$ cat config.mk
export PLATFORM = sky130hd
export DESIGN_NAME = vga_frame_driver
export DESIGN_NICKNAME = d
export VERILOG_FILES = /design/src/rtl/vga_pkg.sv /design/src/rtl/vga_delay_line.sv /design/src/rtl/vga_frame_driver.sv
export SDC_FILE = /design/constraint.sdc
export NUM_CORES = 1
export LEC_CHECK = 0
export CORE_MARGIN = 5
export CORE_UTILIZATION = 45
export DETAILED_ROUTE_END_ITERATION = 6
export GPL_TIMING_DRIVEN = 0
export PLACE_DENSITY = 0.85
export SYNTH_ARGS = -nofsm -noshare
export SYNTH_HDL_FRONTEND = slang
export SYNTH_HIERARCHICAL = 1
export SYNTH_SLANG_ARGS = --single-unit
$ cat constraint.sdc
create_clock -name clk -period 2.3 [get_ports clk]
set_input_delay 0.46 -clock clk [delete_from_list [all_inputs] [get_ports clk]]
set_output_delay 0.46 -clock clk [all_outputs]
set_load 0.005 [all_outputs]
$ cat src/rtl/vga_pkg.sv
// Shared raster timing defaults, pixel/coordinate types and the RGB332 colour
// expansion used by the VGA sink.
package vga_pkg;

    localparam int DEF_H_ACTIVE = 640;
    localparam int DEF_H_FP     = 16;
    localparam int DEF_H_SYNC   = 96;
    localparam int DEF_H_BP     = 48;
    localparam int DEF_V_ACTIVE = 480;
    localparam int DEF_V_FP     = 10;
    localparam int DEF_V_SYNC   = 2;
    localparam int DEF_V_BP     = 33;
    localparam int DEF_H_TOTAL  = DEF_H_ACTIVE + DEF_H_FP + DEF_H_SYNC + DEF_H_BP;
    localparam int DEF_V_TOTAL  = DEF_V_ACTIVE + DEF_V_FP + DEF_V_SYNC + DEF_V_BP;
    localparam int DEF_MUX_LAT  = 1;
    localparam bit DEF_SYNC_POL = 1'b0;

    typedef logic [10:0] coord_t;

    typedef struct packed {
        logic [2:0] r;
        logic [2:0] g;
        logic [1:0] b;
    } rgb332_t;

    // Replicate the top bits so full-scale codes reach 0xF on the 4-bit DAC.
    function automatic logic [11:0] expand332(rgb332_t c);
        return {c.r, c.r[2], c.g, c.g[2], c.b, c.b};
    endfunction

endpackage

$ cat src/rtl/vga_delay_line.sv
// Fixed-depth shift register with asynchronous reset; DEPTH = 0 is a wire.
// Used to line sync and blank up with the colour coming back from the mux.
module vga_delay_line #(
    parameter int                WIDTH     = 3,
    parameter int                DEPTH     = 1,
    parameter logic [WIDTH-1:0]  RESET_VAL = '0
) (
    input  logic             clk,
    input  logic             resetN,
    input  logic [WIDTH-1:0] din,
    output logic [WIDTH-1:0] dout
);

    generate
        if (DEPTH == 0) begin : g_bypass
            assign dout = din;
        end else begin : g_pipe
            logic [WIDTH-1:0] stage [DEPTH];

            // NOTE: every stage is reset, not just the last one, so a sync
            // pulse captured before reset can never emerge after release.
            always_ff @(posedge clk or negedge resetN) begin
                if (!resetN) begin
                    for (int i = 0; i < DEPTH; i++) stage[i] <= RESET_VAL;
                end else begin
                    stage[0] <= din;
                    for (int i = 1; i < DEPTH; i++) stage[i] <= stage[i-1];
                end
            end

            assign dout = stage[DEPTH-1];
        end
    endgenerate

endmodule

$ cat src/rtl/vga_frame_driver.sv
// VGA sink: raster counters, sync/blank aligned to the objects_mux latency,
// RGB332 -> 4:4:4 expansion at the pins, and a once-per-frame tick.
module vga_frame_driver
    import vga_pkg::*;
#(
    parameter int H_ACTIVE = DEF_H_ACTIVE,
    parameter int H_FP     = DEF_H_FP,
    parameter int H_SYNC   = DEF_H_SYNC,
    parameter int H_BP     = DEF_H_BP,
    parameter int V_ACTIVE = DEF_V_ACTIVE,
    parameter int V_FP     = DEF_V_FP,
    parameter int V_SYNC   = DEF_V_SYNC,
    parameter int V_BP     = DEF_V_BP,
    parameter int MUX_LAT  = DEF_MUX_LAT,
    parameter bit SYNC_POL = DEF_SYNC_POL
) (
    input  logic        clk,
    input  logic        resetN,
    input  logic [7:0]  rgbIn,
    output logic [10:0] pixelX,
    output logic [10:0] pixelY,
    output logic        displayActive,
    output logic        frameTick,
    output logic [3:0]  vgaR,
    output logic [3:0]  vgaG,
    output logic [3:0]  vgaB,
    output logic        vgaHS,
    output logic        vgaVS
);

    localparam int H_TOTAL = H_ACTIVE + H_FP + H_SYNC + H_BP;
    localparam int V_TOTAL = V_ACTIVE + V_FP + V_SYNC + V_BP;

    localparam coord_t H_LAST     = coord_t'(H_TOTAL - 1);
    localparam coord_t V_LAST     = coord_t'(V_TOTAL - 1);
    localparam coord_t H_ACT_END  = coord_t'(H_ACTIVE);
    localparam coord_t V_ACT_END  = coord_t'(V_ACTIVE);
    localparam coord_t HS_START   = coord_t'(H_ACTIVE + H_FP);
    localparam coord_t HS_END     = coord_t'(H_ACTIVE + H_FP + H_SYNC);
    localparam coord_t VS_START   = coord_t'(V_ACTIVE + V_FP);
    localparam coord_t VS_END     = coord_t'(V_ACTIVE + V_FP + V_SYNC);

    coord_t h_count;
    coord_t v_count;
    logic   h_sync_raw;
    logic   v_sync_raw;
    logic   hs_d;
    logic   vs_d;
    logic   active_d;

    // NOTE: all state below uses non-blocking assignments so every register
    // samples the pre-edge values, which keeps the h/v wrap on the same edge.
    always_ff @(posedge clk or negedge resetN) begin
        if (!resetN) begin
            h_count   <= '0;
            v_count   <= '0;
            frameTick <= 1'b0;
        end else begin
            frameTick <= (h_count == '0) && (v_count == V_ACT_END);
            if (h_count == H_LAST) begin
                h_count <= '0;
                v_count <= (v_count == V_LAST) ? '0 : v_count + 1'b1;
            end else begin
                h_count <= h_count + 1'b1;
            end
        end
    end

    assign pixelX        = h_count;
    assign pixelY        = v_count;
    assign displayActive = (h_count < H_ACT_END) && (v_count < V_ACT_END);
    assign h_sync_raw    = (h_count >= HS_START) && (h_count < HS_END);
    assign v_sync_raw    = (v_count >= VS_START) && (v_count < VS_END);

    vga_delay_line #(
        .WIDTH     (3),
        .DEPTH     (MUX_LAT),
        .RESET_VAL (3'b000)
    ) u_align (
        .clk    (clk),
        .resetN (resetN),
        .din    ({h_sync_raw, v_sync_raw, displayActive}),
        .dout   ({hs_d, vs_d, active_d})
    );

    // Colour, sync and blank are registered together so they hit the pins on
    // the same edge, MUX_LAT+1 clocks after the coordinate that produced them.
    always_ff @(posedge clk or negedge resetN) begin
        if (!resetN) begin
            vgaR  <= '0;
            vgaG  <= '0;
            vgaB  <= '0;
            vgaHS <= ~SYNC_POL;
            vgaVS <= ~SYNC_POL;
        end else begin
            vgaHS <= hs_d ? SYNC_POL : ~SYNC_POL;
            vgaVS <= vs_d ? SYNC_POL : ~SYNC_POL;
            {vgaR, vgaG, vgaB} <= active_d ? expand332(rgb332_t'(rgbIn)) : 12'h000;
        end
    end

endmodule

# Yosys cells after proc, flatten, opt, wreduce, memory -nomap -nowiden
# Index checks and enable logic that the tools add are counted.
dict set report totals {
  reg_bits 40
  inputBits 10
  out_inout_bits 38
  wordCells 30
}
dict set report op_classes {
  addsub 2
  n_lt_le_gt_ge 6
  eq_ne 3
  muxes 5
  n_reduce_logical 5
}
# operator n
set ops {}
lappend ops {{$add 11x1->11 const B} 2}
lappend ops {{$eq 11x10->1 const B} 2}
lappend ops {{$lt 11x10->1 const B} 2}
lappend ops {{$lt 11x9->1 const B} 2}
lappend ops {{$mux 11} 2}
lappend ops {{$mux 12} 1}
lappend ops {{$eq 11x9->1 const B} 1}
lappend ops {{$ge 11x10->1 const B} 1}
lappend ops {{$ge 11x9->1 const B} 1}
lappend ops {{$logic_not 11->1} 1}
lappend ops {{$logic_and 1x1->1} 4}
lappend ops {{$mux 1} 2}

# Logic depth before layout (Yosys ltp)
dict set report logic_depth {
  word_depth 2
  mapped_depth 6
  depth_no_buf 6
}

# Hierarchy
# The synthesis kept the hierarchy.
# mod instances cells_each area_per_inst_um2 seq_area_each_um2
set by_module_without_submodules {}
lappend by_module_without_submodules {vga_frame_driver 1 149 1571.5 828.3}
lappend by_module_without_submodules {vga_delay_line 1 3 75.1 75.1}

# Worst setup path after synthesis
# OpenSTA, ideal clock, no wires.
dict set report synth_timing {
  kind {reg-to-reg}
  from {reg h_count[5] (netlist: pixelX[5])}
  to {reg v_count[9] (netlist: pixelY[9])}
  setup_ns 0.134
  t_arrival_ns 1.935
  required_time_ns 2.166
  setup_slack_ns 0.231
  path_stages_with_launch 6
  path_buffers 1
  synth_period_minus_slack_ns 2.069
  cell_sequence {dfrtp_1 or4_4 or3_1 buf_6 o41ai_1 a21oi_1}
}
dict set report synth_via {
  elab_chain_cells 1
}
# element line
set synth_rtl {}
lappend synth_rtl {{start: declaration} vga_frame_driver.sv:43} ;# coord_t h_count;
lappend synth_rtl {{start signal: assignment} vga_frame_driver.sv:64} ;# h_count <= h_count + 1'b1;
lappend synth_rtl {{$eq 11x10->1} vga_frame_driver.sv:60} ;# if (h_count == H_LAST) begin
lappend synth_rtl {{end signal: assignment} vga_frame_driver.sv:62} ;# v_count <= (v_count == V_LAST) ? '0 : v_count + 1'b1;
lappend synth_rtl {{end: declaration} vga_frame_driver.sv:44} ;# coord_t v_count;
# Every way passes these cells.
# A chain may end at the register's enable or synchronous reset.

# Final worst setup path
# Same ends and word-level chain as after synthesis.

==> impl_metrics.json <==
{
  "start_util_pct": 45.7,
  "slew_viol_final": 0,
  "root_buffer": "clkbuf_8",
  "syn_area_per_cell_um2": 10.8,
  "cts_max_level": 2,
  "grt_antenna_before_repair": 0,
  "fin_tns_setup_ps": 0,
  "dp_hpwl_um": 2550,
  "die_w_um": 70.5,
  "critPathMaxStageDelay_ps": 590,
  "startpoint_type": "flip-flop",
  "drt_iter0_markers": 67,
  "maxClockFrequency_mhz": 451,
  "num_io_pins": 48,
  "avgViaCountPerCell": 5.24,
  "met1_length_um": 1610,
  "crit_path_top_delay_cell": "or4_4",
  "core_um2": 3610,
  "cts_hold_buf": 0,
  "wl_met3_um": 258,
  "fin_skew_ps": 6.43,
  "ir_drop_mv": 0.314,
  "powerDensity_nw_per_um2": 518,
  "place.gp.congestion": 0.869,
  "period_share_pct": 96.3,
  "clock_sinks": 36,
  "final_nets": 220,
  "cts_tree": "yes",
  "worst_slew_pin_slew_ps": 774,
  "hold_violations": 0,
  "grt_max_degree": 37,
  "grt_pass1_wl_um": 6070,
  "cp.arrival_ps": 2380,
  "layout_commonest_cell": "clkdlybuf4s50_1",
  "path_class": "reg2reg",
  "status": "complete, no violations",
  "crit_chain": "or4_4 > or3_1 > buf_6 > o41ai_1 > a21oi_1",
  "ant_nets": 0,
  "die-area_um2": 4970,
  "timing.slew.headroom_pct": 48.4,
  "die_h_um": 70.5,
  "r2r_start": "pixelX[5]$_DFF_PN0_",
  "synth_fp_nets": 166,
  "grt_usage_pct": 15.5,
  "dr_wl_met2_um": 1710,
  "wl_per_cell_um": 14.3,
  "leakage_nw": 0.991,
  "cp_max_fo": 8,
  "post-route-drc-count": 0,
  "final_cell_mix": "clkdlybuf4s50_1, dfrtp_1, inv_1",
  "synthCells": 152,
  "grt_pass1_vias": 1243,
  "grt_overflow_total": 0,
  "crit_start": "pixelX[5]$_DFF_PN0_",
  "synth.cell_area_um2": 1650,
  "critical_path_required_ps": 2460,
  "synth_seq_area_share_pct": 54.9,
  "synth_seq_cells": 36,
  "num_rows": 22,
  "min_period_ps": 2220,
  "design_power_total_mw": 1.18,
  "wirelength_um": 3620,
  "area_growth_pct": 38.3,
  "drive_gt1_share_pct": 12.1,
  "port_buffers": 47,
  "ys_warn_count": 6,
  "num_antenna_cells": 0,
  "top_layer": "met4",
  "hold_path_class": "in2async",
  "cp-end-kind": "flip-flop",
  "clockBufferDepth": 2,
  "cap_violations": 0,
  "cts_buffers": 5,
  "path_clk_slew_ps": 70,
  "clock_latency_ps": 290,
  "setup_viol": 0,
  "dr_total_vias": 1332,
  "ys_types": 39,
  "rsz0062_at_grt": "no",
  "fillers": 286,
  "first_pass_iters": 4
}
-- power by group --
part           leakage (nW)  total [mW]  switching, mW  internal (mW)
clock network        0.0503       0.479          0.213          0.267
logic                 0.483      0.0580         0.0205         0.0375
registers             0.458       0.643        0.00260          0.640
-- state kept, by name, summed over array words and instances, names as in the netlist --
name          count
pixelX           11
pixelY           11
u_align/dout      3
vgaG              3
vgaR              3
vgaB              2
frameTick         1
vgaHS             1
vgaVS             1
-- worst max-delay path: cells and delay by family (launching register included) --
kind	cells	cell delay, ps
AO/OA/AOI/OAI	2	480
buffers and inverters	1	150
flip-flops	1	450
AND/OR/NAND/NOR	2	1000
-- synth_stat cells, drive strengths merged --
cell    number  area share [%]
a21oi        1            0.30
a221o        1            0.61
a31oi        1            0.38
a41oi        1            0.53
and2         9             3.5
and3         4             1.6
and4         1            0.53
buf          7             3.1
clkbuf       1            0.23
dfrtp       34              52
dfstp        2             3.2
ha           4             3.0
inv         11             2.5
nand2        9             2.1
nand3        9             2.7
nand4        7             3.6
nor2         9             2.1
nor2b        1            0.38
nor3         6             1.8
nor3b        1            0.46
nor4         6             2.7
nor4bb       1            0.61
o21a         1            0.46
o21ai        5             1.5
o31ai        2            0.91
o41ai        1            0.53
or3          1            0.38
or4          2             1.1
or4b         1            0.61
xnor2        7             3.7
xor2         6             3.2
-- stage by stage --
step | instances | instance area [µm²] | setup WS, ps | hold WS, ps | util, %
final | 254 | 2280 | 84.0 | 245 | 63.2
after global routing | 254 | 2280 | 3.49 | 325 | 63.2
after CTS | 254 | 2270 | 55.9 | 271 | 62.9
after detailed placement | 247 | 2170 | 58.6 | 340 | 60.2
after global placement | 247 | 2180 | 36.3 | 340 | 60.4
after floorplan | 152 | 1650 | 231 | 164 | -
-- cell type report --
type                       count  area, µm²  area share (%)
sequential                    36        905            39.7
multi-input combinational     97        653            28.7
timing repair buffer          47        465            20.4
clock buffer                   7       96.3            4.23
tap                           48       60.1            2.64
buffer                         8       56.3            2.47
inverter                      11       41.3            1.81
-- worst paths after layout --
| kind | cells past startpoint | to | slack (ps) |
|---|---|---|---|
| worst max-delay path | 5 | pixelY[9]$_DFFE_PN0N_ | 80 |
| worst min-delay path | 1 | pixelY[0]$_DFFE_PN0N_ | 250 |
| worst max register to register | 5 | pixelY[9]$_DFFE_PN0N_ | 80 |
| worst min register to register | 1 | vgaHS$_DFF_PN1_ | 350 |
| max in group asynchronous | 1 | pixelX[5]$_DFF_PN0_ | 1510 |
| min in group clk | 1 | vgaHS$_DFF_PN1_ | 350 |
-- layer usage --
metal  vias up  track usage, %
li1        634               -
met2        44            24.0
met5         -               0
met1       647            19.3
met3         7            5.76
met4         0            7.02
-- logic make-up (layout without fill, tap and decap cells) --
kind of cell	Yosys count	after routing	synth area share, %
fa+ha+maj	4	4	3.04
flops	36	36	54.9
xor+xnor	13	13	6.91
buf+inv	19	73	5.85
simple gates	67	67	24.1
compound gates	13	13	5.24
-- what timing repair did --
action                     4_1_cts  5_1_grt
gates resized for setup          0        4
setup buffers                    0        0
setup endpoints to repair        0        3
Power figures use the tool's default switching activity.
